### src/rtl/seq_pkg.sv
// Shared types and constants for the instruction sequencer.
package seq_pkg;

    typedef enum logic [2:0] {
        IDLE     = 3'd0,
        FETCH    = 3'd1,
        EXEC     = 3'd2,
        MEM_WAIT = 3'd3,
        INJECT   = 3'd4,
        HALT     = 3'd5
    } seq_state_e;

    localparam int              INSTR_W = 16;
    localparam logic [15:0]     PC_INC  = 16'd2;
    localparam logic [15:0]     BR_BASE = 16'd4;

    // Offset is a signed halfword count relative to pc + 4.
    function automatic logic [15:0] branch_target(input logic [15:0] pc, input logic [7:0] off);
        return pc + BR_BASE + {{7{off[7]}}, off, 1'b0};
    endfunction

endpackage

### src/rtl/seq_timeout_ctr.sv
// Wait-cycle counter shared by the fetch and data-memory handshakes; flags the last allowed cycle.
module seq_timeout_ctr #(
    parameter int MEM_TIMEOUT = 64
) (
    input  logic clk,
    input  logic rst,
    input  logic clear,
    input  logic enable,
    output logic expired
);

    localparam int               CNT_W = (MEM_TIMEOUT > 1) ? $clog2(MEM_TIMEOUT) : 1;
    localparam logic [CNT_W-1:0] LIMIT = CNT_W'(MEM_TIMEOUT - 1);

    logic [CNT_W-1:0] cnt_r;

    // Count waited cycles, parking at the limit until the owner clears it.
    always_ff @(posedge clk) begin
        if (rst) begin
            cnt_r <= {CNT_W{1'b0}};
        end else if (clear) begin
            cnt_r <= {CNT_W{1'b0}};
        end else if (enable && (cnt_r != LIMIT)) begin
            cnt_r <= cnt_r + CNT_W'(1'b1);
        end else begin
            cnt_r <= cnt_r;
        end
    end

    assign expired = enable && (cnt_r == LIMIT);

endmodule

### src/rtl/instr_sequencer.sv
// Fetch/execute sequencer feeding the control unit. Optional retired-instruction
// counter is built only when INSTR_COUNT_EN is defined.
module instr_sequencer
    import seq_pkg::*;
#(
    parameter logic [15:0] RESET_PC    = 16'h0000,
    parameter int          MEM_TIMEOUT = 64,
    parameter int          COUNT_W     = 32
) (
    input  logic               clk_i,
    input  logic               rst_i,
    input  logic               start_i,
    output logic               imem_req_o,
    output logic [15:0]        imem_addr_o,
    input  logic               imem_ack_i,
    input  logic [INSTR_W-1:0] imem_rdata_i,
    output logic [INSTR_W-1:0] instr_o,
    output logic               cu_input_en_o,
    input  logic               mem_load_i,
    input  logic               mem_write_i,
    input  logic               branch_i,
    input  logic [7:0]         branch_off_i,
    input  logic               self_instr_en_i,
    input  logic [INSTR_W-1:0] self_instr_i,
    input  logic               end_program_i,
    output logic               dmem_req_o,
    input  logic               dmem_ack_i,
    output logic [15:0]        pc_o,
    output logic               busy_o,
    output logic               halted_o,
    output logic               err_o,
    output logic [COUNT_W-1:0] instr_count_o
);

    seq_state_e         state_r, state_next_s;
    logic [15:0]        pc_r, pc_next_s;
    logic [INSTR_W-1:0] ir_r, ir_next_s;
    logic               inj_r, inj_next_s;
    logic               err_r, err_next_s;
    logic               self_en_r, branch_r;
    logic [7:0]         branch_off_r;
    logic [INSTR_W-1:0] self_instr_r;
    logic               imem_req_r, dmem_req_r, cu_en_r, busy_r, halted_r;

    logic               exec_s, wait_s, ack_s, expired_s;
    logic               self_take_s, branch_take_s;
    logic [7:0]         br_off_s;
    logic [15:0]        adv_pc_s;

    // CU decisions are live in EXEC and replayed from the latches when a data wait ends.
    assign exec_s        = (state_r == EXEC);
    assign self_take_s   = exec_s ? (self_instr_en_i & ~inj_r) : self_en_r;
    assign branch_take_s = exec_s ? (branch_i & ~inj_r) : branch_r;
    assign br_off_s      = exec_s ? branch_off_i : branch_off_r;
    assign adv_pc_s      = branch_take_s ? branch_target(pc_r, br_off_s) : (pc_r + PC_INC);

    assign wait_s = (state_r == FETCH) || (state_r == MEM_WAIT);
    assign ack_s  = ((state_r == FETCH) && imem_ack_i) || ((state_r == MEM_WAIT) && dmem_ack_i);

    seq_timeout_ctr #(.MEM_TIMEOUT(MEM_TIMEOUT)) u_timeout (
        .clk     (clk_i),
        .rst     (rst_i),
        .clear   (~wait_s | ack_s),
        .enable  (wait_s),
        .expired (expired_s)
    );

    // Next-state, PC and instruction-register selection.
    always_comb begin
        state_next_s = state_r;
        pc_next_s    = pc_r;
        ir_next_s    = ir_r;
        inj_next_s   = inj_r;
        err_next_s   = err_r;
        case (state_r)
            IDLE, HALT: begin
                if (start_i) begin
                    state_next_s = FETCH;
                    pc_next_s    = RESET_PC;
                    err_next_s   = 1'b0;
                    inj_next_s   = 1'b0;
                end else begin
                    state_next_s = state_r;
                end
            end
            FETCH: begin
                if (imem_ack_i) begin
                    ir_next_s    = imem_rdata_i;
                    state_next_s = EXEC;
                end else if (expired_s) begin
                    state_next_s = HALT;
                    err_next_s   = 1'b1;
                end else begin
                    state_next_s = FETCH;
                end
            end
            EXEC: begin
                if (end_program_i) begin
                    state_next_s = HALT;
                end else if (mem_load_i || mem_write_i) begin
                    state_next_s = MEM_WAIT;
                end else if (self_take_s) begin
                    state_next_s = INJECT;
                end else begin
                    state_next_s = FETCH;
                    pc_next_s    = adv_pc_s;
                    inj_next_s   = 1'b0;
                end
            end
            MEM_WAIT: begin
                if (dmem_ack_i) begin
                    if (self_take_s) begin
                        state_next_s = INJECT;
                    end else begin
                        state_next_s = FETCH;
                        pc_next_s    = adv_pc_s;
                        inj_next_s   = 1'b0;
                    end
                end else if (expired_s) begin
                    state_next_s = HALT;
                    err_next_s   = 1'b1;
                end else begin
                    state_next_s = MEM_WAIT;
                end
            end
            INJECT: begin
                ir_next_s    = self_instr_r;
                inj_next_s   = 1'b1;
                state_next_s = EXEC;
            end
            default: begin
                state_next_s = IDLE;
            end
        endcase
    end

    // State, datapath latches and registered outputs decoded from the next state.
    always_ff @(posedge clk_i) begin
        if (rst_i) begin
            state_r      <= IDLE;
            pc_r         <= RESET_PC;
            ir_r         <= {INSTR_W{1'b0}};
            inj_r        <= 1'b0;
            err_r        <= 1'b0;
            self_en_r    <= 1'b0;
            branch_r     <= 1'b0;
            branch_off_r <= 8'h00;
            self_instr_r <= {INSTR_W{1'b0}};
            imem_req_r   <= 1'b0;
            dmem_req_r   <= 1'b0;
            cu_en_r      <= 1'b0;
            busy_r       <= 1'b0;
            halted_r     <= 1'b0;
        end else begin
            state_r      <= state_next_s;
            pc_r         <= pc_next_s;
            ir_r         <= ir_next_s;
            inj_r        <= inj_next_s;
            err_r        <= err_next_s;
            self_en_r    <= self_take_s;
            branch_r     <= branch_take_s;
            branch_off_r <= br_off_s;
            self_instr_r <= exec_s ? self_instr_i : self_instr_r;
            imem_req_r   <= (state_next_s == FETCH);
            dmem_req_r   <= (state_next_s == MEM_WAIT);
            cu_en_r      <= (state_next_s == EXEC);
            busy_r       <= (state_next_s != IDLE) && (state_next_s != HALT);
            halted_r     <= (state_next_s == HALT);
        end
    end

`ifdef INSTR_COUNT_EN
    logic [COUNT_W-1:0] count_r;
    logic               retire_s, count_clr_s;

    // Timeout halts never retire; an end_program halt does.
    assign retire_s    = (exec_s && (end_program_i || !(mem_load_i || mem_write_i))) ||
                         ((state_r == MEM_WAIT) && dmem_ack_i);
    assign count_clr_s = start_i && ((state_r == IDLE) || (state_r == HALT));

    // Saturating retired-instruction counter.
    always_ff @(posedge clk_i) begin
        if (rst_i) begin
            count_r <= {COUNT_W{1'b0}};
        end else if (count_clr_s) begin
            count_r <= {COUNT_W{1'b0}};
        end else if (retire_s && (count_r != {COUNT_W{1'b1}})) begin
            count_r <= count_r + COUNT_W'(1'b1);
        end else begin
            count_r <= count_r;
        end
    end

    assign instr_count_o = count_r;
`else
    assign instr_count_o = {COUNT_W{1'b0}};
`endif

    assign imem_req_o    = imem_req_r;
    assign imem_addr_o   = pc_r;
    assign instr_o       = ir_r;
    assign cu_input_en_o = cu_en_r;
    assign dmem_req_o    = dmem_req_r;
    assign pc_o          = pc_r;
    assign busy_o        = busy_r;
    assign halted_o      = halted_r;
    assign err_o         = err_r;

endmodule

### config.mk
export PLATFORM = sky130hd
export DESIGN_NAME = instr_sequencer
export DESIGN_NICKNAME = d
export VERILOG_FILES = /design/src/rtl/seq_pkg.sv /design/src/rtl/seq_timeout_ctr.sv /design/src/rtl/instr_sequencer.sv
export SDC_FILE = /design/constraint.sdc
export NUM_CORES = 1
export LEC_CHECK = 0
export CAP_MARGIN = 30
export CELL_PAD_IN_SITES_DETAIL_PLACEMENT = 0
export CELL_PAD_IN_SITES_GLOBAL_PLACEMENT = 2
export CORE_MARGIN = 4
export CORE_UTILIZATION = 27
export DETAILED_ROUTE_END_ITERATION = 16
export GPL_ROUTABILITY_DRIVEN = 0
export PLACE_DENSITY = 0.78
export SLEW_MARGIN = 10
export SYNTH_ARGS = -nofsm -noshare
export SYNTH_HDL_FRONTEND = slang
export SYNTH_SLANG_ARGS = --single-unit
### constraint.sdc
create_clock -name clk_i -period 4.4 [get_ports clk_i]
set_input_delay 0.44 -clock clk_i [delete_from_list [all_inputs] [get_ports clk_i]]
set_output_delay 0.44 -clock clk_i [all_outputs]
set_load 0.05 [all_outputs]
==> flow_summary_export.csv <==
group,metric,value,unit
outcome,status,"completed",
grt,grt-ovfl-total,0,
min_path,hp-class,"flop to flop",
cells_and_area,multiInputGateArea,2660,µm²
synth,synth_top_area_share,32.4,%
worst_setup_path,critPathSlowestCell,"dfxtp_1",
timing,fin_crit,3.81,ns
cells_and_area,nNetsFinal,708,
clock_network,postCtsHoldBufs,0,
cells_and_area,fin_cells,851,
clock_network,cts_tree,"built",
worst_setup_path,arrival,4.01,ns
place,placedCellCount,837,
clock_network,ctsHtreeMaxLevel,3,
cells_and_area,syn_to_final_growth,26.8,%
clock_network,ctsResizeCount,0,
pwr,p_leak,2.21,nW
die,start_util,27.4,%
synth,ys_types,61,
worst_setup_path,r2r_cells,12,
die,core_area,16500,µm²
min_path,whs_endpoint,"self_instr_r[2]$_SDFFE_PP0P_",
route,avgViaCountPerCell,4.71,
timing,rsz0062_at_grt,"no",
place,portBuffers,101,
worst_setup_path,crit_fanout,17,
grt,antenna_found_initial,0,
clock_network,cts_setup_buffers,0,
pwr,irDropWorstVdd,0.174,mV
timing,finalSetupTns,0,ns
die,rows,47,
min_path,hp-start,"self_instr_r[2]$_SDFFE_PP0P_",
worst_setup_path,reg2reg_from,"state_r[1]$_SDFF_PP0_",
route,drt_pass1_iterations,4,
synth,yosys-top-cells-area,"dfxtp_1 32%, buf_4 8.5%, ha_1 8.0%",
cells_and_area,diodes,0,
place,hpwl,9.63,mm
cells_and_area,regArea,1460,µm²
route,num_vias,4005,
route,drcViolationCount,0,
synth,ys_seq_area_share,32.4,%
worst_setup_path,cp_cell_sequence,"nand2b_1 -> or2_1 -> nand2_1 -> nand2_1 -> ha_1 -> ha_1 -> a211oi_1 -> o211ai_1 -> a2111oi_0 -> nor3_1 -> xnor2_1 -> o32ai_1",
die,die-area,18900,µm²
synth,synth-seq-cells,73,
worst_setup_path,crit_family,"compound AO/OA/AOI/OAI gates",
timing,slew_headroom,35.9,%
cells_and_area,fillCellCount,1736,
synth,synth_edf_count,0,
worst_setup_path,crit_buf_inv,0,
route,ant_nets,0,
clock_network,cts.sinks,73,
timing,fin_crit_sh,86.5,%
synth,synth.largest_area_cell,"dfxtp_1",
route,drt-initial-drc-count,198,
worst_setup_path,critPathLaunchType,"flop",
synth,synth-main-ff-cell,"dfxtp_1",
cells_and_area,drive_above_1_share,4.75,%
clock_network,numCtsBuffers,9,
worst_setup_path,r2r_end,"imem_addr_o[15]$_SDFFE_PP0P_",
timing,hold_ws,0.454,ns
clock_network,cts_root_buf,"clkbuf_16",
timing,hold_violations,0,
route,wl_per_cell,15.2,µm
timing,skew,0.00793,ns
die,io_pins,136,
synth,synth_cells,551,
clock_network,clk_path_buf_depth,2,
pwr,p_per_area,306,nW/µm²
worst_setup_path,ff2ff_setup_slack,0.59,ns
timing,setup_viol,0,
timing,tightest_slew,0.962,ns
synth,ys_async_sr_fraction,0,%
die,die_h,137,µm
worst_setup_path,cpPeakStageDelay,0.71,ns
die,dieWidth,137,µm
run,cap_violations,0,
worst_setup_path,critPathCaptureType,"flop",
clock_network,clk_pin_slew_worst_paths,0.06,ns
grt,grt_max_degree,51,
min_path,hold_depth,2,
synth,synth_area,4520,µm²
worst_setup_path,required,4.60,ns
worst_setup_path,criticalPathCategory,"flop to flop",
grt,gr-usage-all-layers,13.7,%
route,wl,12.9,mm
cells_and_area,final_area,5720,µm²
grt,grt_pass1_vias,3953,
place,placed_area,5470,µm²
grt,grt_pass1_wl,20.3,mm
timing,fmax,263,MHz
timing,maxSlewViolCount,0,
synth,avgSynthCellArea,8.20,µm²
synth,yosysWarnings,0,
clock_network,clock_latency,0.33,ns
==> cells in the final DEF, fill, tap and decap left out, types with 4 or more instances in the layout <==
| master | instances |
|---|---|
| nor2_1 | 47 |
| o22ai_1 | 4 |
| a211oi_1 | 18 |
| a22oi_1 | 5 |
| dfxtp_1 | 73 |
| o21ai_0 | 8 |
| nand2b_1 | 10 |
| clkdlybuf4s50_1 | 100 |
| nand2_1 | 79 |
| clkbuf_16 | 9 |
| and3_1 | 6 |
| buf_4 | 4 |
| conb_1 | 34 |
| nor3_1 | 12 |
| a21o_1 | 7 |
| o21ai_1 | 6 |
| a21oi_1 | 47 |
| xnor2_1 | 11 |
| a31oi_1 | 4 |
| inv_1 | 10 |
| nor2b_1 | 6 |
| xor2_1 | 9 |
| mux2i_1 | 18 |
| ha_1 | 29 |
| nand3_1 | 12 |
==> synth_stat cells (3+ instances only) <==
cell       instances
buf_4             51
o22ai_1            4
xor2_1             9
o21a_1             3
or3_1              3
nor2_1            47
nand2_1           79
ha_1              29
nand4_1            3
inv_1             10
nor3_1            12
buf_2              6
a2111oi_0          3
a31oi_1            4
o21ai_0            8
dfxtp_1           73
o21ai_1            6
a211oi_1          18
o211ai_1           3
a22oi_1            5
clkbuf_1          13
a21o_1             7
and2_1             3
nand3_1           12
and3_1             6
nor3b_1            3
xnor2_1           11
mux2i_1           18
nor2b_1            6
nand3b_1           3
a21oi_1           47
nand2b_1          10
==> area by class of cell <==
type                            instances  area share (%)
Clock inverter                          4           0.393
Inverter                               10           0.656
Multi-Input combinational cell        429            46.5
Sequential cell                        73            25.5
Timing Repair Buffer                  105            18.1
Tap cell                              220            4.81
Clock buffer                           10            4.00
==> registers in the layout, summed over array words and instances, names as in the netlist, 3 cells and up <==
register and count:
state_r 3, u_timeout.cnt_r 6, self_instr_r 16, branch_off_r 8, imem_addr_o 15, instr_o 16
==> layer usage <==
metal | vias to the layer above | wire length, µm | track usage [%]
met5 | - | 0 | 0
met4 | 0 | 303 | 5.93
met3 | 20 | 656 | 2.41
met2 | 104 | 5990 | 21.5
met1 | 1865 | 5970 | 18.5
li1 | 2016 | - | -
==> worst max path at each step <==
stage	from	endpoint	slack, ns	cells after the start
3_5_place_dp	state_r[1]$_SDFF_PP0_	imem_addr_o[15]$_SDFFE_PP0P_	0.59	12
6_report	state_r[1]$_SDFF_PP0_	imem_addr_o[15]$_SDFFE_PP0P_	0.59	12
4_1_cts	state_r[1]$_SDFF_PP0_	imem_addr_o[15]$_SDFFE_PP0P_	0.55	12
2_1_floorplan	state_r[0]$_SDFF_PP0_	imem_addr_o[15]$_SDFFE_PP0P_	1.28	14
5_1_grt	state_r[1]$_SDFF_PP0_	imem_addr_o[12]$_SDFFE_PP0P_	0.33	14
3_3_place_gp	state_r[1]$_SDFF_PP0_	imem_addr_o[15]$_SDFFE_PP0P_	0.73	12
==> metrics by stage <==
step / power (W) / setup WS (ns) / utilization [%]
final: 0.00175 / 0.592 / 34.8
after global placement: 0.00111 / 0.734 / 33.2
after detailed placement: 0.00112 / 0.588 / 33.2
after floorplan: 0.00102 / 1.28 / -
after CTS: 0.00178 / 0.549 / 34.8
after global routing: 0.00183 / 0.328 / 34.8
==> power breakdown <==
part	internal, W	leakage (nW)	switching, W
Sequential	0.000690	0.592	0.0000222
Combinational	0.000132	1.50	0.000255
Clock	0.000372	0.124	0.000278
Total	0.00119	2.21	0.000556
==> worst min-delay path: cells and delay by family, from the launching register on <==
kind,cells,cell delay [ns]
simple gates,1,0.05
flops,1,0.31
compound gates,1,0.05
==> logic make-up after synthesis <==
logic type,count (synthesis),share of synthesized area (%)
xor gates and xnor gates,20,3.88
DFF,73,32.4
muxes,21,4.88
buffers and inverters,82,11.6
adders and majority gates,30,8.48
AOI/OAI and AO/OA,127,18.4
and+or+nand+nor,197,20.3
other,1,0.0830
Note: power is estimated with default switching activity, not from simulation.
